**src/rtl/lcd_frame_lock_ctrl_pkg.sv**
```systemverilog
`default_nettype none
// ============================================================================
// Module      : lcd_frame_lock_ctrl_pkg
// Description : Shared definitions for the HP54542C LCD-to-VGA path.
//               Holds the lock-controller state encoding, counter widths,
//               the VGA 640x480 timing constants used by the downstream
//               timing generator, and a small saturating-increment helper.
// Ports       : none (package)
// Revision    : 1.0 - initial release
// ============================================================================
package lcd_frame_lock_ctrl_pkg;

  // Lock controller states
  typedef enum logic [1:0] {
    S_SEARCH = 2'd0,
    S_VERIFY = 2'd1,
    S_LOCKED = 2'd2
  } lock_state_t;

  // Counter widths
  localparam int c_gap_w  = 19;
  localparam int c_line_w = 10;
  localparam int c_idx_w  = 9;
  localparam int c_err_w  = 8;

  // VGA 640x480 @ 60 Hz timing, shared with the timing generator
  localparam int c_vga_h_active = 640;
  localparam int c_vga_h_fporch = 16;
  localparam int c_vga_h_sync   = 96;
  localparam int c_vga_h_bporch = 48;
  localparam int c_vga_h_total  = c_vga_h_active + c_vga_h_fporch +
                                  c_vga_h_sync + c_vga_h_bporch;
  localparam int c_vga_v_active = 480;
  localparam int c_vga_v_fporch = 10;
  localparam int c_vga_v_sync   = 2;
  localparam int c_vga_v_bporch = 33;
  localparam int c_vga_v_total  = c_vga_v_active + c_vga_v_fporch +
                                  c_vga_v_sync + c_vga_v_bporch;

  // Line counter increment that sticks at all-ones
  function automatic logic [c_line_w-1:0] line_cnt_inc(
    input logic [c_line_w-1:0] cnt
  );
    return (&cnt) ? cnt : cnt + c_line_w'(1);
  endfunction

endpackage
`default_nettype wire

```
**src/rtl/lcd_frame_lock_ctrl_sync_edge_detect.sv**
```systemverilog
`default_nettype none
// ============================================================================
// Module      : lcd_frame_lock_ctrl_sync_edge_detect
// Description : sync_edge_detect block. Two-flop synchronizer for an
//               asynchronous input followed by a registered rising-edge
//               detector. Usable for any asynchronous LCD control input.
//               The pulse is high for one clock, two clocks after the first
//               clock edge that samples the input high.
// Ports       : iw_clk    - clock
//               iw_rst_n  - synchronous active-low reset
//               iw_async  - asynchronous input
//               ow_pulse  - one-cycle rising-edge pulse (registered)
// Revision    : 1.0 - initial release
// ============================================================================
module lcd_frame_lock_ctrl_sync_edge_detect (
  input  logic iw_clk,
  input  logic iw_rst_n,
  input  logic iw_async,
  output logic ow_pulse
);

  logic r_meta;
  logic r_sync;
  logic r_sync_d;
  logic r_pulse;

  always_ff @(posedge iw_clk) begin
    if (!iw_rst_n) begin
      r_meta   <= 1'b0;
      r_sync   <= 1'b0;
      r_sync_d <= 1'b0;
      r_pulse  <= 1'b0;
    end else begin
      r_meta   <= iw_async;
      r_sync   <= r_meta;
      r_sync_d <= r_sync;
      r_pulse  <= r_sync & ~r_sync_d;
    end
  end

  assign ow_pulse = r_pulse;

endmodule
`default_nettype wire

```
**src/rtl/lcd_frame_lock_ctrl.sv**
```systemverilog
`default_nettype none
// ============================================================================
// Module      : lcd_frame_lock_ctrl
// Description : LCD frame lock controller. Classifies synchronized LCD
//               line-sync edges as line or frame starts by the idle gap
//               before them, checks each frame's line count, and runs a
//               SEARCH / VERIFY / LOCKED state machine. The VGA timing
//               generator is held in reset until lock, and released on a
//               verified frame boundary.
// Ports       : iw_clk          - pixel clock
//               iw_rst_n        - synchronous active-low reset
//               iw_sync         - raw LCD line sync (asynchronous)
//               ow_locked       - high while locked
//               ow_gen_rst      - holds the VGA timing generator in reset
//               ow_frame_start  - frame-start pulse while locked
//               ow_line_start   - line-start pulse while locked
//               ow_line_idx     - line index within the frame
//               ow_err_cnt      - saturating count of lock-loss events
// Revision    : 1.0 - initial release
// ============================================================================
module lcd_frame_lock_ctrl
  import lcd_frame_lock_ctrl_pkg::*;
#(
  parameter int p_vpixels_active = 480,
  parameter int p_gap_min        = 1000,
  parameter int p_frame_timeout  = 450000,
  parameter int p_max_errs       = 2
) (
  input  logic               iw_clk,
  input  logic               iw_rst_n,
  input  logic               iw_sync,
  output logic               ow_locked,
  output logic               ow_gen_rst,
  output logic               ow_frame_start,
  output logic               ow_line_start,
  output logic [c_idx_w-1:0] ow_line_idx,
  output logic [c_err_w-1:0] ow_err_cnt
);

  localparam logic [c_gap_w-1:0]  c_gap_min    = c_gap_w'(p_gap_min);
  localparam logic [c_gap_w-1:0]  c_timeout    = c_gap_w'(p_frame_timeout);
  localparam logic [c_gap_w-1:0]  c_timeout_m1 = c_gap_w'(p_frame_timeout - 1);
  localparam logic [c_line_w-1:0] c_good_lines = c_line_w'(p_vpixels_active - 1);
  localparam logic [c_line_w-1:0] c_idx_lim    = c_line_w'((1 << c_idx_w) - 1);
  localparam logic [c_err_w-1:0]  c_max_errs   = c_err_w'(p_max_errs);

  // --------------------------------------------------------------------------
  // Input conditioning
  // --------------------------------------------------------------------------
  logic w_edge;

  lcd_frame_lock_ctrl_sync_edge_detect u_sync_edge (
    .iw_clk   (iw_clk),
    .iw_rst_n (iw_rst_n),
    .iw_async (iw_sync),
    .ow_pulse (w_edge)
  );

  // --------------------------------------------------------------------------
  // Registers
  // --------------------------------------------------------------------------
  lock_state_t         r_state;
  logic [c_gap_w-1:0]  r_gap;
  logic [c_line_w-1:0] r_line_cnt;
  logic [c_err_w-1:0]  r_bad_cnt;
  logic [c_err_w-1:0]  r_err_cnt;
  logic                r_locked;
  logic                r_gen_rst;
  logic                r_frame_start;
  logic                r_line_start;
  logic [c_idx_w-1:0]  r_line_idx;

  // --------------------------------------------------------------------------
  // Edge classification and timeout
  // --------------------------------------------------------------------------
  logic w_frame_edge;
  logic w_line_edge;
  logic w_timeout;
  logic w_good_frame;

  assign w_frame_edge = w_edge && (r_gap > c_gap_min);
  assign w_line_edge  = w_edge && !w_frame_edge;
  // An edge arriving in the cycle the counter would hit the limit wins.
  assign w_timeout    = !w_edge && (r_gap == c_timeout_m1);
  assign w_good_frame = (r_line_cnt == c_good_lines);

  // --------------------------------------------------------------------------
  // Line counter next value and the index presented downstream
  // --------------------------------------------------------------------------
  logic [c_line_w-1:0] w_line_nxt;
  logic [c_idx_w-1:0]  w_idx_nxt;

  always_comb begin
    w_line_nxt = r_line_cnt;
    if (w_frame_edge) begin
      w_line_nxt = '0;
    end else if (w_line_edge) begin
      w_line_nxt = line_cnt_inc(r_line_cnt);
    end
  end

  // The index port is narrower than the counter; clamp rather than wrap.
  assign w_idx_nxt = (w_line_nxt > c_idx_lim) ? '1 : w_line_nxt[c_idx_w-1:0];

  // --------------------------------------------------------------------------
  // Lock state machine: next state and bookkeeping
  // --------------------------------------------------------------------------
  lock_state_t        w_state_nxt;
  logic [c_err_w-1:0] w_bad_nxt;
  logic [c_err_w-1:0] w_bad_inc;
  logic               w_err_inc;
  logic               w_lock_nxt;

  assign w_bad_inc = r_bad_cnt + c_err_w'(1);

  always_comb begin
    w_state_nxt = r_state;
    w_bad_nxt   = r_bad_cnt;
    w_err_inc   = 1'b0;
    case (r_state)
      S_SEARCH: begin
        w_bad_nxt = '0;
        if (w_frame_edge) begin
          w_state_nxt = S_VERIFY;
        end
      end
      S_VERIFY: begin
        w_bad_nxt = '0;
        if (w_timeout) begin
          w_state_nxt = S_SEARCH;
        end else if (w_frame_edge && w_good_frame) begin
          w_state_nxt = S_LOCKED;
        end
      end
      S_LOCKED: begin
        if (w_timeout) begin
          w_state_nxt = S_SEARCH;
          w_bad_nxt   = '0;
          w_err_inc   = 1'b1;
        end else if (w_frame_edge) begin
          if (w_good_frame) begin
            w_bad_nxt = '0;
          end else if (w_bad_inc >= c_max_errs) begin
            w_state_nxt = S_SEARCH;
            w_bad_nxt   = '0;
            w_err_inc   = 1'b1;
          end else begin
            w_bad_nxt = w_bad_inc;
          end
        end
      end
      default: begin
        w_state_nxt = S_SEARCH;
        w_bad_nxt   = '0;
      end
    endcase
  end

  // Outputs are decoded from the next state so that lock gain and lock loss
  // take effect in the cycle right after the deciding edge; this also makes
  // the generator-reset release coincide with the first frame_start pulse.
  assign w_lock_nxt = (w_state_nxt == S_LOCKED);

  // --------------------------------------------------------------------------
  // Sequential state
  // --------------------------------------------------------------------------
  always_ff @(posedge iw_clk) begin
    if (!iw_rst_n) begin
      r_state       <= S_SEARCH;
      r_gap         <= '0;
      r_line_cnt    <= '0;
      r_bad_cnt     <= '0;
      r_err_cnt     <= '0;
      r_locked      <= 1'b0;
      r_gen_rst     <= 1'b1;
      r_frame_start <= 1'b0;
      r_line_start  <= 1'b0;
      r_line_idx    <= '0;
    end else begin
      r_state    <= w_state_nxt;
      r_line_cnt <= w_line_nxt;
      r_bad_cnt  <= w_bad_nxt;

      if (w_edge) begin
        r_gap <= '0;
      end else if (r_gap < c_timeout) begin
        r_gap <= r_gap + c_gap_w'(1);
      end

      if (w_err_inc && (r_err_cnt != '1)) begin
        r_err_cnt <= r_err_cnt + c_err_w'(1);
      end

      r_locked      <= w_lock_nxt;
      r_gen_rst     <= !w_lock_nxt;
      r_line_start  <= w_lock_nxt && w_edge;
      r_frame_start <= w_lock_nxt && w_frame_edge;
      r_line_idx    <= w_lock_nxt ? w_idx_nxt : '0;
    end
  end

  assign ow_locked      = r_locked;
  assign ow_gen_rst     = r_gen_rst;
  assign ow_frame_start = r_frame_start;
  assign ow_line_start  = r_line_start;
  assign ow_line_idx    = r_line_idx;
  assign ow_err_cnt     = r_err_cnt;

endmodule
`default_nettype wire

```
**config.mk**
```make
export PLATFORM = sky130hd
export DESIGN_NAME = lcd_frame_lock_ctrl
export DESIGN_NICKNAME = d
export VERILOG_FILES = /design/src/rtl/lcd_frame_lock_ctrl_pkg.sv /design/src/rtl/lcd_frame_lock_ctrl_sync_edge_detect.sv /design/src/rtl/lcd_frame_lock_ctrl.sv
export SDC_FILE = /design/constraint.sdc
export NUM_CORES = 1
export LEC_CHECK = 0
export ABC_CLOCK_PERIOD_IN_PS = 2000
export BUFFER_PORTS_ARGS = -buffer_cell sky130_fd_sc_hd__buf_4
export CORE_MARGIN = 2
export CORE_UTILIZATION = 34
export CTS_BUF_LIST = sky130_fd_sc_hd__clkbuf_4 sky130_fd_sc_hd__clkbuf_8
export CTS_CLUSTER_DIAMETER = 100
export DETAILED_ROUTE_END_ITERATION = 8
export HOLD_SLACK_MARGIN = 0.06
export PLACE_DENSITY_LB_ADDON = 0.2
export SKIP_LAST_GASP = 1
export SYNTH_ARGS = -nofsm -noshare
export SYNTH_HDL_FRONTEND = slang
export SYNTH_HIERARCHICAL = 1
export SYNTH_SLANG_ARGS = --single-unit
```
**constraint.sdc**
```tcl
create_clock -name iw_clk -period 2 [get_ports iw_clk]
set_clock_uncertainty 0.2 [all_clocks]
set_input_delay 0.2 -clock iw_clk [delete_from_list [all_inputs] [get_ports iw_clk]]
set_output_delay 0.2 -clock iw_clk [all_outputs]
set_load 0.01 [all_outputs]
```
==> reports/qor.csv, run 1 <==
stage,metric,value,unit
floorplan,initial core utilization,35.39,%
worst_setup_path,Critical Path AT,2.30,ns
clock_network,H-tree level count,3,
timing,min cycle time layout,2.230,ns
floorplan,row cnt,33,
power_and_ir_drop,Logic pwr share,2.9,%
layout,highest-count cells in the layout ignoring fill and taps,"buf_4, dfxtp_1, nor2_1",
clock_network,Inserted Clock Buffers,9,
layout,diodes inserted,0,
worst_setup_path,crit path launch,r_gap[17]$_SDFFE_PP0N_,
placed_design,# port buffers,23,
clock_network,CTS max path bufs,2,
status,status,"complete, but fails checks",
power_and_ir_drop,Static Leak,0.001584,µW
timing,Slew HR,69.09,%
worst_setup_path,CP endpoint kind,flop,
logic_synthesis,mapped cell area,0.002923,mm²
power_and_ir_drop,Sw Pwr,572.2,µW
power_and_ir_drop,Sw Ratio,22.87,%
timing,final hold vios,0,
worst_setup_path,CP cell instances,or4_4 -> nor4_4 -> o21a_2 -> buf_4 -> nand2_1 -> a21o_4 -> a21oi_1,
timing,period utilisation layout,111.5,%
drt,Final ANT Viol Nets,0,
worst_hold_path,Hold Crit Endpoint,u_sync_edge/r_sync$_SDFF_PN0_,
worst_setup_path,crit start category,flop,
worst_setup_path,CP Data Required Time,2.07,ns
drt,Detailed Routing Iterations Pass 1,4,
worst_setup_path,r2r setup slk,-0.23,ns
clock_network,clk root buf,clkbuf_8,
status,failing checks,negative setup slack,
global_routing,largest net degree at the start of global routing,20,
placed_design,pre-CTS WS,-0.2871,ns
timing,"Slew Viols, Final",0,
timing,Worst Tran Pin Value,0.4631,ns
logic_synthesis,post-synthesis sequential area ratio,43.84,%
global_routing,grt total ovfl,0,
logic_synthesis,Cell variety after synth,55,
floorplan,die area,0.009354,mm²
floorplan,I/O pins,24,
layout,P&R area growth vs syn,40.20,%
layout,layout cell share with drive strength beyond 1,36.60,%
worst_hold_path,Worst Min Path Start,u_sync_edge/r_meta$_SDFF_PN0_,
power_and_ir_drop,sequential power share,51.5,%
worst_setup_path,critical-path maximum fanout,8,
layout,Fill cells,797,
logic_synthesis,syn_nets,341,
power_and_ir_drop,Internal,1930,µW
logic_synthesis,most used flip-flop cell after synthesis,dfxtp_1,
timing,Fin Hold WS,0.2635,ns
logic_synthesis,"FFs w/ async S/R, synth",0,%
worst_setup_path,slowest CP cell,or4_4,
global_routing,total track usage,16.18,%
drt,initial DRC count,179,
worst_setup_path,critical path class,reg2reg,
drt,via/cell ratio,5.109,
placed_design,Placer Congestion,0.8101,
global_routing,initial antenna violation count,0,
worst_setup_path,CP peak stage delay,0.53,ns
worst_setup_path,r2r worst-path depth,7,
clock_network,Worst-Skew Late Latency,0.34,ns
clock_network,Sink Count,64,
placed_design,DP HPWL,4970,µm
global_routing,first-pass GRT wire length,12560,µm
job,Max Cap Violations,0,
floorplan,die width,96.72,µm
timing,setup TNS,-6.296,ns
layout,"Core Util, Final",49.62,%
clock_network,register clock-pin slew on the reported worst setup and hold paths,0.08,ns
power_and_ir_drop,"IR drop worst, VDD",0.3980,mV
clock_network,CTS tree,yes,
placed_design,placed cell areas,0.003601,mm²
timing,Final setup viols,51,
worst_setup_path,R2R Path Start,r_gap[17]$_SDFFE_PP0N_,
drt,DR vias,2672,
logic_synthesis,Post-synth EDFFs,0,
layout,fin nets,422,
worst_hold_path,Hold Path Stages,1,
power_and_ir_drop,P per Cell Area,610.5,mW/mm²
drt,Detailed Route WL,7233,µm
layout,"final std cell area, no fill",0.004098,mm²
global_routing,vias in the first global route,2589,
floorplan,core area,0.008258,mm²
worst_setup_path,worst reg2reg endpoint,ow_line_idx[0]$_SDFF_PN0_,
floorplan,die height,96.72,µm
power_and_ir_drop,Clock power frac,45.5,%
drt,mean routed wirelength per cell,13.83,µm
logic_synthesis,warnings from Yosys,6,
worst_hold_path,Hold WC Path Type,reg2reg,
drt,# DRC,0,
layout,"commonest non-fill, non-tap cell in the layout",buf_4,
timing,Final WS setup,-0.2301,ns
timing,Max Freq,448.4,MHz
logic_synthesis,Synth Instances,332,
logic_synthesis,syn_area_per_cell,8.804,µm²
logic_synthesis,Yosys reg bits,64,
timing,RSZ-0062 raised after global routing,yes,
[cell usage after synthesis (2+ instances only)]
cell	n	area [µm²]
buf_6	2	22.52
or3_1	9	56.30
and2_1	11	68.82
a211oi_1	2	15.01
xor2_1	15	131.4
and3_1	7	43.79
clkbuf_1	10	37.54
or4_1	4	30.03
and4_1	2	17.52
dfxtp_1	64	1281
nor4_1	3	18.77
nand2_1	22	82.58
inv_1	9	33.78
o211ai_1	6	45.04
ha_1	6	75.07
nand3_1	12	60.06
nand4_1	12	75.07
o2bb2ai_1	2	17.52
nand2b_1	4	25.02
nor2_1	34	127.6
nor3_1	8	40.04
and2_2	3	22.52
a21oi_1	24	120.1
nor3b_1	2	15.01
a31oi_1	3	18.77
o2111ai_1	6	52.55
mux2i_1	4	40.04
nor2b_1	2	12.51
a21o_1	3	22.52
o21ai_0	16	80.08
[power by group through the flow]
stage / registers, µW / logic, µW / clock network, µW
floorplan: 1320 / 36.7 / 0
global placement: 1320 / 58.5 / 0
detailed placement: 1320 / 59.9 / 0
CTS: 1290 / 71.1 / 1180
global route: 1290 / 82.3 / 1230
finish: 1290 / 73.0 / 1140
[cell type report]
type | instances | area, µm² | share of cell area [%]
tap | 105 | 131.4 | 3.206
clock buffer | 10 | 137.6 | 3.359
inverter | 11 | 41.29 | 1.008
clock inverter | 6 | 67.56 | 1.649
sequential | 64 | 1292 | 31.54
multi-input combinational | 244 | 1762 | 42.99
timing repair buffer | 83 | 665.6 | 16.24
[worst max-delay path by stage]
stage / cells past startpoint / to / slack, ns
floorplan: 7 / ow_err_cnt[7]$_SDFFE_PN0P_ / -0.14
global placement: 6 / ow_err_cnt[0]$_SDFFE_PN0P_ / -0.22
detailed placement: 7 / ow_err_cnt[1]$_SDFFE_PN0P_ / -0.29
CTS: 7 / ow_line_idx[0]$_SDFF_PN0_ / -0.24
global route: 6 / ow_err_cnt[1]$_SDFFE_PN0P_ / -0.34
finish: 7 / ow_line_idx[0]$_SDFF_PN0_ / -0.23
[metal layers]
metal  vias to the layer above  track usage (%)  wire [µm]
li1                       1368                -          -
met1                      1246            22.28       3572
met2                        51            24.89       3279
met3                         7            3.179        287
met4                         0            6.501         93
met5                         -                0          0
[logic make-up (layout without fill, tap and decap cells)]
family / Yosys count / after routing / share of synthesized area [%]
AO/OA/AOI/OAI: 77 / 77 / 17.64
multiplexers: 4 / 4 / 1.370
flip-flops: 64 / 64 / 43.84
XOR/XNOR: 16 / 16 / 4.795
buffers and inverters: 24 / 110 / 3.638
AND/OR/NAND/NOR: 141 / 141 / 26.16
adder cells (fa/ha/maj): 6 / 6 / 2.568
[metrics by stage]
| step | instances | power, µW |
|---|---|---|
| CTS | 522 | 2536 |
| detailed placement | 498 | 1378 |
| global placement | 498 | 1377 |
| finish | 523 | 2502 |
| floorplan | 332 | 1353 |
| global route | 523 | 2608 |
[critical path: cells and delay by family, from the launching register on]
family                 cells  cell delay, ns
flip-flops                 1            0.33
AO/OA/AOI/OAI              3            0.61
AND/OR/NAND/NOR            3            0.86
buffers and inverters      1            0.15
[repair_timing]
item | in CTS | in global routing
hold buffers | 3 | 0
pin swaps | 19 | 24
endpoints found under the hold margin | 9 | 0
setup buffers | 4 | 2
cloned | 1 | 0
gates resized for setup | 31 | 27
setup endpoints to repair | 57 | 58
[flip-flops by register name, indices dropped and copies added, names as in the netlist, 2 cells and up]
name,count
r_gap,19
r_line_cnt,10
r_bad_cnt,8
r_state,2
ow_line_idx,9
ow_err_cnt,8
Note: power is estimated with default switching activity, not from simulation.
==> inputs of run 2 (changes only) <==
--- a/config.mk
+++ b/config.mk
@@ -13,7 +13,7 @@
 export CTS_CLUSTER_DIAMETER = 100
 export DETAILED_ROUTE_END_ITERATION = 8
 export HOLD_SLACK_MARGIN = 0.06
-export PLACE_DENSITY_LB_ADDON = 0.2
+export PLACE_DENSITY = 0.6
 export SKIP_LAST_GASP = 1
 export SYNTH_ARGS = -nofsm -noshare
 export SYNTH_HDL_FRONTEND = slang
==> run 2 against run 1 <==
  * The run still ends with negative setup slack left
  * Core utilization rose by 3.1 points
  * Setup slack improved by 0.035 ns
  * Sequential power hardly changed
  * Largest power group unchanged
  * Clock-buffer cell count unchanged
  * Clock power increased by 11%
  * Combinational power is 1% lower
  * First-iteration DRC count fell by 41%
  * Cell count grew 1.9%
  * Wire length increased by 4.8%
  * Register-to-register slack better by 0.03 ns
  * Via count is 4.5% higher
==> reports/qor.csv, run 2 (synthesis gave the netlist of run 1 again) <==
stage,metric,value,unit,change
drt,mean routed wirelength per cell,14.22,µm,+2.8%
worst_hold_path,Hold WC Path Type,in2reg,,
layout,multi-input logic area,0.001909,mm²,+8.4%
clock_network,Sink Count,64,,unchanged
clock_network,H-tree level count,3,,unchanged
drt,WL met2,3586,µm,+9.4%
timing,min cycle time layout,2.196,ns,-0.03455 ns
worst_setup_path,crit start category,flop,,
clock_network,Worst-Skew Late Latency,0.35,ns,about the same
clock_network,CTS tree,yes,,
status,failing checks,negative setup slack,,
layout,highest-count cells in the layout ignoring fill and taps,"buf_4, dfxtp_1, nor2_1",,
timing,Slew HR,65.17,%,-3.9 points
worst_setup_path,Critical Path AT,2.27,ns,-0.03 ns
global_routing,grt total ovfl,0,,unchanged
timing,Fin Hold WS,0.1626,ns,-0.1008 ns
layout,Fill cells,744,,-6.6%
timing,Max Freq,455.5,MHz,+1.6%
worst_setup_path,critical path class,reg2reg,,
global_routing,total track usage,16.12,%,-0.064 points
layout,diodes inserted,0,,unchanged
clock_network,clk root buf,clkbuf_8,,
global_routing,vias in the first global route,2705,,+4.5%
global_routing,first-pass GRT wire length,12450,µm,-0.88%
placed_design,# port buffers,23,,unchanged
drt,Top Layer Used,met4,,
timing,period utilisation layout,109.8,%,-1.7 points
floorplan,die area,0.009354,mm²,unchanged
power_and_ir_drop,Clock power frac,48.2,%,+2.7 points
power_and_ir_drop,Logic pwr share,2.7,%,-0.2 points
layout,max reg flops,19,,unchanged
drt,initial DRC count,105,,-41%
timing,setup TNS,-4.589,ns,+1.707 ns
worst_setup_path,CP Data Required Time,2.08,ns,about the same
job,Max Cap Violations,0,,unchanged
timing,RSZ-0062 raised after global routing,yes,,
placed_design,pre-CTS WS,-0.2152,ns,+0.07187 ns
global_routing,largest net degree at the start of global routing,20,,unchanged
drt,via/cell ratio,5.238,,+2.5%
timing,final hold vios,0,,unchanged
drt,wire length on met3,256,µm,-11%
timing,Final WS setup,-0.1956,ns,+0.03455 ns
floorplan,I/O pins,24,,unchanged
worst_setup_path,critical-path maximum fanout,6,,-2
layout,layout cell share with drive strength beyond 1,43.46,%,+6.9 points
placed_design,Placer Congestion,0.9097,,+12%
placed_design,DP HPWL,4846,µm,-2.5%
clock_network,Inserted Clock Buffers,9,,unchanged
floorplan,row cnt,33,,unchanged
floorplan,initial core utilization,35.39,%,unchanged
power_and_ir_drop,Static Leak,0.001686,µW,+6.5%
power_and_ir_drop,Sw Pwr,576.1,µW,+0.68%
drt,# DRC,0,,unchanged
power_and_ir_drop,P per Cell Area,604.3,mW/mm²,-1.0%
timing,"Slew Viols, Final",0,,unchanged
power_and_ir_drop,sequential power share,49.0,%,-2.5 points
status,status,"complete, but fails checks",,
layout,storage element area,0.001296,mm²,+0.29%
layout,largest reg by FF count,r_gap,,
worst_setup_path,CP endpoint kind,flop,,
drt,Detailed Route WL,7580,µm,+4.8%
global_routing,initial antenna violation count,0,,unchanged
floorplan,core area,0.008258,mm²,unchanged
drt,wire length on met1,3556,µm,-0.45%
clock_network,register clock-pin slew on the reported worst setup and hold paths,0.07,ns,about the same
power_and_ir_drop,Internal,2055,µW,+6.5%
floorplan,die height,96.72,µm,unchanged
layout,fin nets,432,,+2.4%
floorplan,die width,96.72,µm,unchanged
drt,Final ANT Viol Nets,0,,unchanged
power_and_ir_drop,Sw Ratio,21.89,%,-0.98 points
timing,Worst Tran Pin Value,0.5219,ns,+0.05876 ns
clock_network,CTS max path bufs,2,,unchanged
layout,"commonest non-fill, non-tap cell in the layout",buf_4,,
drt,DR vias,2792,,+4.5%
timing,Final setup viols,43,,-16%
layout,P&R area growth vs syn,48.97,%,
drt,Detailed Routing Iterations Pass 1,4,,unchanged
power_and_ir_drop,"IR drop worst, VDD",0.2893,mV,-27%
## run 2: cell types whose count changed in the layout (fill, tap and decap cells not counted), sizes merged
cell      previous run  this run
clkinv               3         4
bufinv               1         2
a31oi                4         5
clkinvlp             2         0
buf                 80        89
## run 2: final timing paths
| kind | startpoint | endpoint | slack, ns | cells after the start |
|---|---|---|---|---|
| worst max-delay path | r_gap[17]$_SDFFE_PP0N_ | ow_err_cnt[3]$_SDFFE_PN0P_ | -0.20 | 7 |
| worst min-delay path | iw_rst_n | r_gap[0]$_SDFFE_PP0N_ | 0.16 | 4 |
| worst max register to register | r_gap[17]$_SDFFE_PP0N_ | ow_err_cnt[3]$_SDFFE_PN0P_ | -0.20 | 7 |
| worst min register to register | u_sync_edge/r_meta$_SDFF_PN0_ | u_sync_edge/r_sync$_SDFF_PN0_ | 0.25 | 1 |
## run 2: routing by layer
layer / up-vias / GRT usage [%]
met5: - / 0
met4: 0 / 7.584
met3: 15 / 3.107
met2: 53 / 26.23
met1: 1336 / 20.58
li1: 1388 / -
## run 2: repair_timing
item                                    in CTS  in global routing
hold endpoints to repair                    10                  0
pin swaps                                   22                 36
hold buffers                                 3                  0
resized for setup                           42                 55
buffers inserted                             4                  8
endpoints found under the setup margin      54                 58
cloned                                       1                  0
## run 2: final cells by class
class / instances / area share [%]
sequential: 64 / 29.77
multi-input combinational: 245 / 43.85
inverter: 11 / 0.9483
clock inverter: 6 / 2.098
clock buffer: 10 / 3.161
timing repair buffer: 92 / 17.16
tap: 105 / 3.017
## run 2: through the flow
stage / total power, µW / cell area (µm²) / util [%] / std cells
after floorplan: 1353 / 2968 / - / 332
after global placement: 1374 / 3611 / 43.73 / 501
after detailed placement: 1376 / 3611 / 43.73 / 501
after CTS: 2654 / 4073 / 49.32 / 525
after global routing: 2731 / 4354 / 52.73 / 533
final: 2631 / 4354 / 52.73 / 533
## run 2: power groups by stage
stage / registers [µW] / clock network (µW) / logic, µW
2_1_floorplan: 1320 / 0 / 36.7
3_3_place_gp: 1320 / 0 / 56.3
3_5_place_dp: 1320 / 0 / 57.4
4_1_cts: 1290 / 1300 / 66.2
5_1_grt: 1290 / 1360 / 79.9
6_report: 1290 / 1270 / 72.1
## run 2: critical path: stages, from the launching register on
cell and delay [ns]:
dfxtp_2 0.32, or4_4 0.54, nor4_4 0.24, o21ai_4 0.14, buf_6 0.15, a31oi_4 0.25
o21ai_0 0.15, a21oi_1 0.14
